### src/rtl/marquee_pkg.sv
// Shared state encoding and sizing helpers for the 8-digit marquee sequencer.
package marquee_pkg;

    typedef enum logic [2:0] {
        IDLE,
        LOAD,
        SCROLL,
        HOLD,
        DONE
    } state_t;

    function automatic int digits_of(input int n, input int width);
        return n / width;
    endfunction

    function automatic int pos_width(input int digits);
        return (digits > 1) ? $clog2(digits) : 1;
    endfunction

    function automatic int idx_width(input int nmsg);
        return (nmsg > 1) ? $clog2(nmsg) : 1;
    endfunction

    // Step counter must hold the larger of the scroll and hold step counts.
    function automatic int cnt_width(input int a, input int b);
        int m;
        m = (a > b) ? a : b;
        return (m > 1) ? $clog2(m + 1) : 1;
    endfunction

endpackage

### src/rtl/marquee_step_tick.sv
// Clear-able enable-tick divider: one-cycle tick every STEP_DIV cycles while run is high.
module marquee_step_tick #(
    parameter int STEP_DIV = 50_000_000
) (
    input  logic sys_clk,
    input  logic sys_rst,
    input  logic run,
    input  logic clr,
    output logic tick
);

    localparam int CW = (STEP_DIV > 1) ? $clog2(STEP_DIV) : 1;
    localparam logic [CW-1:0] LAST = CW'(STEP_DIV - 1);

    logic [CW-1:0] count;

    always_ff @(posedge sys_clk) begin
        if (sys_rst || clr) begin
            count <= '0;
        end else if (run) begin
            if (count == LAST) begin
                count <= '0;
            end else begin
                count <= count + 1'b1;
            end
        end
    end

    assign tick = run && (count == LAST);

endmodule

### src/rtl/marquee_seq_ctrl.sv
// Marquee sequencer: plays a message table, scrolling then holding each message.
// Define MARQUEE_SEQ_WRAP_EN to loop playback forever instead of ending in DONE.
module marquee_seq_ctrl
    import marquee_pkg::*;
#(
    parameter  int N          = 32,
    parameter  int WIDTH      = 4,
    parameter  int NMSG       = 4,
    parameter  int STEP_DIV   = 50_000_000,
    parameter  int HOLD_STEPS = 8,
    parameter  int LOOPS      = 2,
    localparam int DIGITS     = digits_of(N, WIDTH),
    localparam int PW         = pos_width(DIGITS),
    localparam int IW         = idx_width(NMSG)
) (
    input  logic          sys_clk,
    input  logic          sys_rst,
    input  logic          start,
    input  logic          stop,
    input  logic          dir,
    input  logic          msg_we,
    input  logic [IW-1:0] msg_waddr,
    input  logic [N-1:0]  msg_wdata,
    output logic [N-1:0]  seq_out,
    output logic [PW-1:0] pos,
    output logic [IW-1:0] msg_idx,
    output logic          busy,
    output logic          done
);

    localparam int SCROLL_STEPS = LOOPS * DIGITS;
    localparam int CW = cnt_width(SCROLL_STEPS, HOLD_STEPS);
    localparam int SW = $clog2(2 * N);

    localparam logic [PW-1:0] POS_LAST    = PW'(DIGITS - 1);
    localparam logic [IW-1:0] IDX_LAST    = IW'(NMSG - 1);
    localparam logic [CW-1:0] SCROLL_LAST = CW'(SCROLL_STEPS - 1);
    localparam logic [CW-1:0] HOLD_LAST   = CW'(HOLD_STEPS - 1);

    state_t         state;
    logic [N-1:0]   msg_table [NMSG];
    logic [N-1:0]   cur;
    logic [CW-1:0]  step_cnt;
    logic           tick;
    logic           tick_run;
    logic           tick_clr;
    logic [2*N-1:0] doubled;
    logic [SW-1:0]  shamt;
    logic [N-1:0]   rotated;
    logic [PW-1:0]  pos_next;

    assign tick_run = (state == SCROLL) || (state == HOLD);
    assign tick_clr = (state == LOAD);

    marquee_step_tick #(
        .STEP_DIV (STEP_DIV)
    ) u_step_tick (
        .sys_clk (sys_clk),
        .sys_rst (sys_rst),
        .run     (tick_run),
        .clr     (tick_clr),
        .tick    (tick)
    );

    always_ff @(posedge sys_clk) begin
        if (sys_rst) begin
            for (int i = 0; i < NMSG; i++) begin
                msg_table[i] <= '0;
            end
        end else if (msg_we) begin
            msg_table[msg_waddr] <= msg_wdata;
        end
    end

    // Selecting an N-bit window of {cur,cur} rotates without ever shifting by N.
    always_comb begin
        doubled = {cur, cur};
        shamt   = SW'(pos) * SW'(WIDTH);
        rotated = doubled[shamt +: N];
    end

    always_comb begin
        pos_next = pos;
        if (dir) begin
            pos_next = (pos == POS_LAST) ? '0 : pos + 1'b1;
        end else begin
            pos_next = (pos == '0) ? POS_LAST : pos - 1'b1;
        end
    end

    always_ff @(posedge sys_clk) begin
        if (sys_rst) begin
            state    <= IDLE;
            pos      <= '0;
            msg_idx  <= '0;
            cur      <= '0;
            step_cnt <= '0;
            seq_out  <= '0;
            busy     <= 1'b0;
            done     <= 1'b0;
        end else begin
            seq_out <= rotated;
            done    <= 1'b0;
            if (stop && (state != IDLE)) begin
                state <= IDLE;
                busy  <= 1'b0;
            end else begin
                unique case (state)
                    IDLE: begin
                        if (start && !stop) begin
                            state   <= LOAD;
                            msg_idx <= '0;
                            busy    <= 1'b1;
                        end
                    end
                    LOAD: begin
                        cur      <= msg_table[msg_idx];
                        pos      <= '0;
                        step_cnt <= '0;
                        state    <= SCROLL;
                    end
                    SCROLL: begin
                        if (tick) begin
                            if (step_cnt == SCROLL_LAST) begin
                                pos      <= '0;
                                step_cnt <= '0;
                                state    <= HOLD;
                            end else begin
                                pos      <= pos_next;
                                step_cnt <= step_cnt + 1'b1;
                            end
                        end
                    end
                    HOLD: begin
                        if (tick) begin
                            if (step_cnt == HOLD_LAST) begin
                                step_cnt <= '0;
                                if (msg_idx != IDX_LAST) begin
                                    msg_idx <= msg_idx + 1'b1;
                                    state   <= LOAD;
                                end else begin
`ifdef MARQUEE_SEQ_WRAP_EN
                                    msg_idx <= '0;
                                    state   <= LOAD;
`else
                                    state   <= DONE;
                                    done    <= 1'b1;
`endif
                                end
                            end else begin
                                step_cnt <= step_cnt + 1'b1;
                            end
                        end
                    end
                    DONE: begin
                        state <= IDLE;
                        busy  <= 1'b0;
                    end
                    default: begin
                        state <= IDLE;
                        busy  <= 1'b0;
                    end
                endcase
            end
        end
    end

endmodule

### config.mk
export PLATFORM = sky130hd
export DESIGN_NAME = marquee_seq_ctrl
export DESIGN_NICKNAME = d
export VERILOG_FILES = /design/src/rtl/marquee_pkg.sv /design/src/rtl/marquee_step_tick.sv /design/src/rtl/marquee_seq_ctrl.sv
export SDC_FILE = /design/constraint.sdc
export NUM_CORES = 1
export LEC_CHECK = 0
export CORE_UTILIZATION = 59
export DETAILED_ROUTE_END_ITERATION = 8
export PLACE_DENSITY = 0.8
export SYNTH_ARGS = -nofsm -noshare
export SYNTH_HDL_FRONTEND = slang
export SYNTH_SLANG_ARGS = --single-unit
### constraint.sdc
create_clock -name sys_clk -period 2.9 [get_ports sys_clk]
set_clock_uncertainty 0.1 [all_clocks]
set_input_delay 0.58 -clock sys_clk [delete_from_list [all_inputs] [get_ports sys_clk]]
set_output_delay 0.58 -clock sys_clk [all_outputs]
set_load 0.02 [all_outputs]
==> impl_metrics.py, run 1 <==
metrics = {
    "outcome": {
        "outcome": "complete, no violations",
    },
    "grt": {
        "grt_max_degree": 46,
        "grt_pass1_vias": 6971,
        "gr-total-overflow": 0,
        "antenna_found_initial": 0,
        "grt_first_pass_wirelength_mm": 35.5,
        "grt_use_total_pct": 25.0,
    },
    "setup_path": {
        "required_ns": 2.22,
        "crit_chain": "buf_4 -> clkdlybuf4s50_1",
        "worst-setup-path-type": "reg -> out",
        "start_kind": "flip-flop",
        "critPathSlowestCell": "clkdlybuf4s50_1",
        "critPathTopFamily": "buffers and inverters",
        "cp.buffers_inverters": 2,
        "slowest_delay_ns": 0.70,
        "path_max_fanout": 34,
        "cp-end-kind": "primary output",
        "arrival_ns": 1.98,
    },
    "yosys": {
        "synth_top_area_share_pct": 36.2,
        "synth_cells": 853,
        "synthXorXnorAreaFrac_pct": 1.90,
        "synth.area.top_cells": "edfxtp_1 (36%), dfxtp_1 (20%), mux4_2 (14%), and2_1 (7.8%), mux2i_1 (3.3%)",
        "muxShareOfSynthArea_pct": 17.0,
        "synth_area_mm2": 0.0106,
        "synth-compound-area-share_pct": 3.76,
        "synthDistinctLibCells": 49,
        "synth_flop_cell": "edfxtp_1",
        "syn_nets": 902,
        "synth_edf_count": 128,
        "yosysSeqAreaShare_pct": 56.0,
        "ys_ff_latch": 233,
        "synth_top_family_by_area": "simple AND/OR/NAND/NOR gates",
        "avgSynthCellArea_um2": 12.4,
        "synth_top_area_cell": "edfxtp_1",
        "ys_warn_count": 0,
        "synthAdderAreaFrac_pct": 1.06,
        "postSynth.asyncResetShare_pct": 0,
        "synth_simple_gate_area_share_pct": 18.1,
    },
    "clocking": {
        "insertion_delay_ns": 0.53,
        "root_buffer": "clkbuf_16",
        "h-tree-depth": 1,
        "cts_resized": 0,
        "cts_setup_buffers": 0,
        "cts_sinks": 233,
        "ctsHoldBuffers": 0,
        "cts_made_buffers": 24,
        "cts_tree": "built",
        "cts_buffer_depth": 3,
        "path_clk_slew_ns": 0.06,
    },
    "route": {
        "detail_route.iter0.violations": 625,
        "drtPass1Iterations": 5,
        "avgViaCountPerCell": 5.91,
        "routed_wl_mm": 22.0,
        "final_antenna_net_count": 0,
        "post_drt_wl_per_cell_um": 18.9,
        "drcViolationCount": 0,
        "via_count": 6869,
    },
    "final_layout": {
        "n_antenna_cell": 0,
        "nets": 969,
        "syn_to_final_growth_pct": 16.8,
        "drive_gt1_share_pct": 15.2,
        "final_area_mm2": 0.0124,
        "post-route-util_pct": 71.2,
    },
    "floorplan": {
        "initial_core_util_pct": 61.0,
        "rows": 48,
        "ios": 79,
        "die_area_mm2": 0.0185,
        "dieHeight_um": 136,
        "die_width_um": 136,
        "core_mm2": 0.0174,
    },
    "placed_design": {
        "postPlaceCellArea_mm2": 0.0117,
        "gp_congestion": 0.908,
        "portBuffers": 78,
        "hpwl_mm": 14.2,
    },
    "sta": {
        "grt_setup_unrepaired": "no",
        "hold_viol": 0,
        "worstMarginPinSlew_ns": 1.09,
        "slew-limit-headroom_pct": 27.0,
        "period_needed_ns": 2.66,
        "post-route-period-util_pct": 91.7,
        "timing.fmax_ghz": 0.376,
        "setup-violations-final": 0,
        "maxSlewViolCount": 0,
        "finalSetupTns_ns": 0,
    },
    "worst_hold_path": {
        "hold_class": "reg -> reg",
    },
    "pwr": {
        "power.leakage_uw": 0.00421,
        "max-vdd-ir-drop_v": 0.000522,
        "total_power_uw": 6950,
        "powerDensity_mw_per_mm2": 560,
    },
    "job": {
        "cap_viol_max_count": 0,
    },
}
## area by class of cell
type                            count  area, um^2
Multi-Input combinational cell    558        4450
Tap cell                          225         282
Clock inverter                     12        92.6
Fill cell                        1176        5020
Sequential cell                   233        5950
Clock buffer                       31         649
Timing Repair Buffer               98         963
Inverter                            5        18.8
## logic make-up (layout without fill, tap and decap cells)
family | Yosys count | in the layout
AND/OR/NAND/NOR | 357 | 357
flip-flops | 233 | 233
multiplexers | 100 | 100
AO/OA/AOI/OAI | 69 | 69
buffers and inverters | 62 | 146
XOR/XNOR | 23 | 23
adder cells (fa/ha/maj) | 9 | 9
## worst register-to-register path: stages, from the launching register on
cell,delay [ns]
dfxtp_1,0.37
ha_1,0.22
or4bb_1,0.54
nor4_4,0.40
a31oi_4,0.20
or4b_1,0.53
a21oi_1,0.13
## synthesized netlist by cell type (all sizes together) (3+ instances only)
cell type  count
nor2          65
nand2         85
nor4           4
clkbuf        45
edfxtp       128
and3          12
nor3b          6
xnor2          3
mux4          64
xor2          20
and2         134
o21ai         11
and4           3
nor4b          3
dfxtp        105
ha             9
nand3         13
a21oi         47
mux2i         35
a31o           3
or4b           3
nand4          8
or3            3
a31oi          3
nor2b          4
inv            5
or4            3
buf           12
## registers in the layout, indices dropped and copies added (netlist names)
name and count:
msg_table 128, cur 32, seq_out 32, u_step_tick.count 26, step_cnt 5, pos 3, state 3, msg_idx 2
busy 1, done 1
## worst paths after layout
| kind | slack (ns) | end | cells after the start | from |
|---|---|---|---|---|
| setup reg to reg | 0.35 | step_cnt[2] | 6 | u_step_tick.count[0] |
| hold reg to reg | 0.38 | u_step_tick.count[1] | 2 | u_step_tick.count[1] |
| setup / recovery | 0.24 | msg_idx[1] | 2 | msg_idx[1] |
| hold / removal | 0.38 | u_step_tick.count[1] | 2 | u_step_tick.count[1] |
## power breakdown
group          switching (uW)  total (uW)  internal, uW  leakage [uW]
Sequential               54.9        3700          3640       0.00210
Clock                    1220        2890          1670      0.000371
Combinational             196         365           169       0.00174
## routing by layer
| metal | vias up | wire [um] | GRT usage (%) |
|---|---|---|---|
| met5 | - | 0 | 0 |
| met4 | 0 | 568 | 8.15 |
| met3 | 39 | 1170 | 3.73 |
| met2 | 214 | 10800 | 42.7 |
| met1 | 3405 | 9460 | 32.9 |
| li1 | 3211 | - | - |
## stage by stage
stage	setup slack [ns]	cells	hold slack, ns
floorplan	0.0549	853	0.349
global placement	0.221	1119	0.349
detailed placement	0.124	1119	0.367
CTS	0.204	1162	0.373
global route	0.146	1162	0.418
finish	0.241	1162	0.377
## placed cells by master (no fill, tap or decap), types with 4 or more instances in the layout
| master | count |
|---|---|
| edfxtp_1 | 128 |
| xor2_1 | 20 |
| nand2_1 | 85 |
| and2_1 | 132 |
| and3_1 | 11 |
| nor2_1 | 65 |
| mux2i_1 | 35 |
| o21ai_0 | 11 |
| nor3b_1 | 4 |
| a21oi_1 | 46 |
| nand4_1 | 8 |
| clkdlybuf4s50_1 | 77 |
| clkinv_2 | 6 |
| clkbuf_16 | 24 |
| mux4_2 | 64 |
| dfxtp_1 | 102 |
| nand3_1 | 13 |
| ha_1 | 9 |
| inv_1 | 5 |
| nor2b_1 | 4 |
| buf_4 | 17 |
Power figures use the tool's default switching activity.
==> run 2, diff against run 1 <==
REMOVE_ABC_BUFFERS = 1   (was not set)
==> run 2 against run 1 <==
Against the previous run: worst hold slack got worse by 0.0046 ns; fmax rose by 0.29%; routed wire length increased by 3.7%; clock-buffer cell count is the same; critical path depth fell by 1; cell count is 0.52% higher; setup slack improved by 0.0077 ns; via count is 2.1% higher; highest routed layer unchanged; first-iteration DRC count fell by 25%.
==> impl_metrics.py, run 2 (synthesized netlist as in run 1, its figures left out) <==
metrics = {
    "outcome": {
        "outcome": "complete, no violations",
    },
    "setup_path": {
        "cp.buffers_inverters": 1,
        "required_ns": 2.22,
        "startpoint": "pos[0]",
        "critPathTopFamily": "buffers and inverters",
        "crit_chain": "clkdlybuf4s50_1",
        "cp-end-kind": "primary output",
        "start_kind": "flip-flop",
        "arrival_ns": 1.97,
        "slowest_delay_ns": 0.73,
        "path_max_fanout": 22,
        "worst-setup-path-type": "reg -> out",
        "rr_startpoint": "u_step_tick.count[0]",
        "critPathSlowestCell": "clkdlybuf4s50_1",
    },
    "route": {
        "drtPass1Iterations": 5,
        "via_count": 7010,
        "post_drt_wl_per_cell_um": 19.5,
        "final_antenna_net_count": 0,
        "routed_wl_mm": 22.8,
        "avgViaCountPerCell": 6.00,
        "drcViolationCount": 0,
        "detail_route.iter0.violations": 467,
    },
    "final_layout": {
        "nFillCells": 1148,
        "layout_commonest_cell": "and2_1",
        "register_area_mm2": 0.00595,
        "multi_input_area_mm2": 0.00445,
        "syn_to_final_growth_pct": 18.2,
        "largest_register": "msg_table",
        "layout_common_cells": "and2_1 (132), edfxtp_1 (128), dfxtp_1 (102)",
        "top_regs": "msg_table x128, cur x32, seq_out x32",
        "largest_reg_flops": 128,
        "drive_gt1_share_pct": 15.7,
        "n_antenna_cell": 0,
        "nets": 974,
        "stdcell_count": 1168,
    },
    "floorplan": {
        "dieHeight_um": 136,
        "rows": 48,
        "die_width_um": 136,
        "core_mm2": 0.0174,
        "die_area_mm2": 0.0185,
        "initial_core_util_pct": 61.0,
        "ios": 79,
    },
    "clocking": {
        "root_buffer": "clkbuf_16",
        "cts_made_buffers": 25,
        "cts_resized": 0,
        "insertion_delay_ns": 0.53,
        "cts_buffer_depth": 3,
        "cts_tree": "built",
        "ctsHoldBuffers": 0,
        "path_clk_slew_ns": 0.06,
        "cts_sinks": 233,
        "h-tree-depth": 1,
        "cts_setup_buffers": 0,
    },
    "grt": {
        "antenna_found_initial": 0,
        "grt_max_degree": 40,
        "gr-total-overflow": 0,
        "grt_pass1_vias": 7047,
        "grt_first_pass_wirelength_mm": 36.3,
        "grt_use_total_pct": 25.4,
    },
    "worst_hold_path": {
        "hold_class": "reg -> reg",
        "hold_start": "busy",
    },
    "sta": {
        "maxSlewViolCount": 0,
        "setup_slack_ns": 0.249,
        "holdWs_ns": 0.373,
        "timing.fmax_ghz": 0.377,
        "setup-violations-final": 0,
        "worstMarginPinSlew_ns": 0.808,
        "period_needed_ns": 2.65,
        "slew-limit-headroom_pct": 45.9,
        "post-route-period-util_pct": 91.4,
        "grt_setup_unrepaired": "no",
        "hold_viol": 0,
        "finalSetupTns_ns": 0,
    },
    "placed_design": {
        "gp_congestion": 0.853,
        "portBuffers": 78,
        "dp_cells": 1123,
        "dp_worst_setup_slack_ns": 0.320,
        "hpwl_mm": 14.8,
    },
    "pwr": {
        "power.leakage_uw": 0.00426,
        "max-vdd-ir-drop_v": 0.000514,
        "powerDensity_mw_per_mm2": 579,
    },
    "job": {
        "cap_viol_max_count": 0,
    },
}
==> run 2: changes by cell type in the layout (fill, tap and decap cells not counted), moves of 2 or more <==
cell / previous run / this run
buf_12: 3 / 5
buf_4: 17 / 19
clkbuf_16: 24 / 26
clkbuf_2: 2 / 0
clkinv_2: 6 / 2
clkinvlp_4: 0 / 5
==> run 2: stage by stage <==
| stage | power (uW) | cell area [um^2] | utilization [%] |
|---|---|---|---|
| after floorplan | 3920 | 10400 | - |
| final | 7260 | 12600 | 72.1 |
| after global routing | 7460 | 12600 | 72.1 |
| after CTS | 7300 | 12600 | 72.1 |
| after global placement | 4110 | 11700 | 67.3 |
| after detailed placement | 4140 | 11700 | 67.3 |
==> run 2: power breakdown <==
| group | internal [uW] | switching (uW) |
|---|---|---|
| combinational | 174 | 199 |
| clock | 1880 | 1310 |
| sequential | 3640 | 54.8 |
==> run 2: area by class of cell <==
class	count	share of cell area, %
flip-flops and latches	233	47.4
multi-input cells	558	35.4
repair buffers	102	8.11
clock buffers	31	5.49
well taps	225	2.24
clock inverters	14	1.18
inverters	5	0.150
==> run 2: final timing paths <==
check,endpoint,slack (ns),cells after the start
setup / recovery,pos[0],0.25,1
setup reg to reg,step_cnt[0],0.30,6
hold / removal,busy,0.37,2
hold reg to reg,busy,0.37,2
==> run 2: layer usage <==
layer | GRT usage (%) | wire [um]
met1 | 33.3 | 9460
met2 | 43.9 | 11600
met3 | 3.54 | 1240
met4 | 7.78 | 566
met5 | 0 | 0
